<file path="src/rtl/instr_fetch_unit.sv">
// ============================================================================
// Module  : instr_fetch_unit
// Purpose : Fetches 16-bit instructions, presents them one at a time to the
//           decoder, owns the PC and applies jump redirects.
// Revision: 1.0
// ============================================================================
`default_nettype none

module instr_fetch_unit #(
    parameter logic [7:0] RESET_PC    = 8'h00,
    parameter logic [3:0] HALT_OPCODE = 4'b1111
) (
    input  logic        clk,
    input  logic        rst_n,
    output logic        imem_req_o,
    output logic [7:0]  imem_addr_o,
    input  logic [15:0] imem_rdata_i,
    input  logic        imem_ack_i,
    input  logic        stall_i,
    input  logic        pc_jump_i,
    input  logic [7:0]  jump_target_i,
    output logic [15:0] instr_out_o,
    output logic        instr_valid_o,
    output logic [7:0]  instr_pc_o,
    output logic        halted_o,
    output logic [15:0] fetch_count_o
);

    typedef enum logic [1:0] {
        S_FETCH = 2'd0,
        S_VALID = 2'd1,
        S_HALT  = 2'd2
    } state_t;

    state_t      state_q, state_d;
    logic [7:0]  pc_q, pc_d;
    logic [15:0] instr_q, instr_d;
    logic [7:0]  instr_pc_q, instr_pc_d;
    logic [15:0] count_q, count_d;

    always_ff @(posedge clk or negedge rst_n) begin
        if (!rst_n) begin
            state_q    <= S_FETCH;
            pc_q       <= RESET_PC;
            instr_q    <= 16'h0000;
            instr_pc_q <= 8'h00;
            count_q    <= 16'h0000;
        end else begin
            state_q    <= state_d;
            pc_q       <= pc_d;
            instr_q    <= instr_d;
            instr_pc_q <= instr_pc_d;
            count_q    <= count_d;
        end
    end

    always_comb begin
        state_d    = state_q;
        pc_d       = pc_q;
        instr_d    = instr_q;
        instr_pc_d = instr_pc_q;
        count_d    = count_q;

        unique case (state_q)
            S_FETCH: begin
                if (imem_ack_i) begin
                    instr_d    = imem_rdata_i;
                    instr_pc_d = pc_q;
                    pc_d       = pc_q + 8'd1;
                    state_d    = S_VALID;
                end
            end
            S_VALID: begin
                if (!stall_i) begin
                    if (count_q != 16'hFFFF) begin
                        count_d = count_q + 16'd1;
                    end
                    // Halt outranks a jump requested on the same consume edge
                    if (instr_q[15:12] == HALT_OPCODE) begin
                        state_d = S_HALT;
                    end else begin
                        if (pc_jump_i) begin
                            pc_d = jump_target_i;
                        end
                        state_d = S_FETCH;
                    end
                end
            end
            S_HALT: begin
                state_d = S_HALT;
            end
            default: begin
                state_d = S_FETCH;
            end
        endcase
    end

    // The request is masked while reset is held so memory sees no fetch until release
    assign imem_req_o    = (state_q == S_FETCH) && rst_n;
    assign imem_addr_o   = pc_q;
    assign instr_out_o   = instr_q;
    assign instr_valid_o = (state_q == S_VALID);
    assign instr_pc_o    = instr_pc_q;
    assign halted_o      = (state_q == S_HALT);
    assign fetch_count_o = count_q;

endmodule

`default_nettype wire

</file>
<file path="config.mk">
export PLATFORM = sky130hd
export DESIGN_NAME = instr_fetch_unit
export DESIGN_NICKNAME = d
export VERILOG_FILES = /design/src/rtl/instr_fetch_unit.sv
export SDC_FILE = /design/constraint.sdc
export NUM_CORES = 1
export LEC_CHECK = 0
export ABC_CLOCK_PERIOD_IN_PS = 2700
export CORE_MARGIN = 8
export CORE_UTILIZATION = 35
export DETAILED_ROUTE_END_ITERATION = 10
export PLACE_DENSITY_LB_ADDON = 0.05
export RECOVER_POWER = 25
export REMOVE_ABC_BUFFERS = 1
export SYNTH_ARGS = -nofsm -noshare
export SYNTH_HDL_FRONTEND = slang
export SYNTH_SLANG_ARGS = --single-unit
</file>
<file path="constraint.sdc">
create_clock -name clk -period 2.7 [get_ports clk]
set_input_delay 0.405 -clock clk [delete_from_list [all_inputs] [get_ports clk]]
set_output_delay 0.405 -clock clk [all_outputs]
set_load 0.01 [all_outputs]
</file>
==> run summary <==
Nets - 305
Skew final - 0.007864 ns
Worst Setup End Kind - output port
All-Layer GR Usage - 12.60%
Main synth FF type - dfrtp_1
Worst hold path class - in -> async
Initial drt markers - 64
Cell family with most CP delay - buffers and inverters
Max-capacitance violation count - 0
Buf/Inv on CP - 2
Hold Fails Final Rpt - 0
Detail Route Antenna Nets - 0
First-pass GRT wire length - 9.804 mm
VDD IR max - 0.0006320 V
Slowest CP cell - clkdlybuf4s50_1
Detailed placement HPWL - 4.272 mm
Leak - 1.348 nW
Status - finished, final reports clean
Fillers - 581
Kind of critical path - reg -> out
P&R area growth vs syn - 43.47%
Most area-consuming cells after synthesis - dfrtp_1 55%, mux2_2 12%, xnor2_1 3.1%, nand3_1 2.2%, a21oi_1 2.0%
CTS root buf - clkbuf_8
Max clock buf depth - 2
Sink Count - 50
Post-layout min period - 2.288 ns
Critical Path Fanout Max - 8
RSZ-0062 raised after global routing - no
Final Cycle Share - 84.76%
Commonest non-fill, non-tap cell in the layout - clkdlybuf4s50_1
Via count - 1766
Mapped Cells - 190
#FFs+latches synth - 50
Average cell area after synthesis - 12.00 µm²
Startpoint Class - flip-flop
Vias in the first global route - 1865
# port buffers - 79
Initial antenna violation count - 0
Die X-Extent - 96.71 µm
Clock buffer count from CTS - 5
Setup TNS - 0 ns
CTS tree - done
H-tree Lvls - 2
Total chip power - 3.387 mW
Routed len/inst - 16.66 µm
Core area - 6314 µm²
Starting Density - 36.11%
Setup violators final - 0
Post-synth EDFFs - 0
Critical path, cell by cell - or2b_1 > inv_1 > clkdlybuf4s50_1
Cell variety after synth - 45
Yosys Warn Count - 0
CP required - 2.30 ns
Most frequent cells in the layout - 78 x clkdlybuf4s50_1, 50 x dfrtp_1, 25 x mux2_2
Die area - 9352 µm²
Asr flop ratio synth - 100.0%
PwrDens - 1035 nW/µm²
CTS Hold Buffers Added - 0
Drt total wl - 5.865 mm
CTS clock-pin slew for the worst setup and hold paths - 0.09 ns
Post-synthesis instance area - 2280 µm²
Largest net degree at the start of global routing - 51
Residual DRC - 0
Ant diodes - 0
Post-synth top area share - 54.88%
Grt ovf - 0
Worst-Margin Slew - 1.268 ns
Arrival @ worst endpoint - 1.88 ns
Setup Fix Bufs, Post-CTS - 0
Fraction of the yosys area taken by sequential cells - 54.88%
Detailed-router iteration count before antenna repair - 3
Post-CTS sizing - 0
Row cnt - 29
Delay of the slowest critical-path stage - 0.59 ns
IO Count - 80
Final Max Tran Viols - 0
F_max - 437.0 MHz
Post-synth top area cell - dfrtp_1
Share of cells above drive strength 1 - 17.09%
Slew headroom - 15.45%
Die Span Y - 96.71 µm
Gpl congestion - 0.8253
Clock Latency Late Sink - 0.31 ns
Vias per cell - 5.017
registers in the layout, summed over array words and instances, names as in the netlist:
| signal | cells |
|---|---|
| fetch_count_o | 16 |
| imem_addr_o | 8 |
| instr_out_o | 16 |
| state_q | 2 |
| instr_pc_o | 8 |
worst register-to-register path: stages, from the launching register on:
cell and delay, ns:
dfrtp_1 0.41, ha_1 0.20, nand4_1 0.23, or4_4 0.65, and2_4 0.21, mux2_4 0.28
cell type report:
cell class / count / area (µm²) / share of cell area (%)
Sequential cell: 50 / 1251 / 38.26
Multi-Input combinational cell: 131 / 991.0 / 30.30
Timing Repair Buffer: 83 / 812.0 / 24.83
Tap cell: 77 / 96.34 / 2.946
Clock buffer: 5 / 68.82 / 2.104
Clock inverter: 3 / 40.04 / 1.224
Inverter: 3 / 11.26 / 0.3443
final timing paths:
path                       slack [ns]  depth (start not counted)           endpoint        startpoint
setup / recovery                 0.41                          3      instr_valid_o        state_q[0]
hold / removal                   0.47                          2  fetch_count_o[14]             rst_n
setup reg to reg                 0.61                          5   fetch_count_o[1]  fetch_count_o[1]
hold reg to reg                  0.51                          1     instr_out_o[1]    instr_out_o[1]
max in group asynchronous        1.45                          2         state_q[1]             rst_n
min in group clk                 0.51                          1     instr_out_o[1]    instr_out_o[1]
cells in the mapped netlist, types with 2 or more instances:
| library cell | number |
|---|---|
| o31ai_1 | 2 |
| inv_1 | 3 |
| or4_4 | 2 |
| xor2_1 | 3 |
| clkbuf_1 | 3 |
| a31oi_1 | 2 |
| xnor2_1 | 8 |
| and3_1 | 4 |
| nand2_1 | 11 |
| and3_2 | 2 |
| o22ai_1 | 3 |
| o21ai_0 | 6 |
| dfrtp_1 | 50 |
| mux2_2 | 25 |
| nor2_1 | 8 |
| nand3_1 | 10 |
| mux2i_1 | 2 |
| nand4_1 | 7 |
| a2bb2oi_1 | 3 |
| buf_2 | 2 |
| a21oi_1 | 9 |
| ha_1 | 2 |
metal layers:
| layer | up-vias | track usage, % | routed length [µm] |
|---|---|---|---|
| li1 | 864 | - | - |
| met1 | 854 | 15.06 | 2593 |
| met2 | 42 | 20.57 | 2852 |
| met3 | 6 | 4.908 | 368 |
| met4 | 0 | 3.195 | 51 |
| met5 | - | 0 | 0 |
power breakdown:
| part | switching (mW) | internal, mW | leakage, nW |
|---|---|---|---|
| Clock | 0.258 | 0.273 | 0.0579 |
| Combinational | 0.640 | 0.921 | 0.682 |
| Sequential | 0.256 | 1.04 | 0.608 |
cell families (layout without fill, tap and decap cells):
kind of cell             after synthesis  after routing  share of synthesized area (%)
flip-flops                            50             50                          54.88
AO/OA/AOI/OAI                         31             31                          8.617
AND/OR/NAND/NOR                       59             59                          15.37
multiplexers                          28             28                          13.89
adder cells (fa/ha/maj)                2              2                          1.098
XOR/XNOR                              11             11                          4.226
buffers and inverters                  9             94                          1.921
through the flow:
step / cell area (µm²) / hold WS (ns) / instances / utilization, % / worst slack (ns)
6_report: 3271 / 0.4676 / 352 / 51.80 / 0.4116
5_1_grt: 3271 / 0.5362 / 352 / 51.80 / 0.2917
4_1_cts: 3274 / 0.2533 / 352 / 51.86 / 0.3913
3_5_place_dp: 3166 / 0.4956 / 344 / 50.14 / 0.3811
3_3_place_gp: 3166 / 0.4902 / 344 / 50.14 / 0.4196
2_1_floorplan: 2247 / 0.1094 / 184 / - / 0.3963
Note: power is estimated with default switching activity, not from simulation.
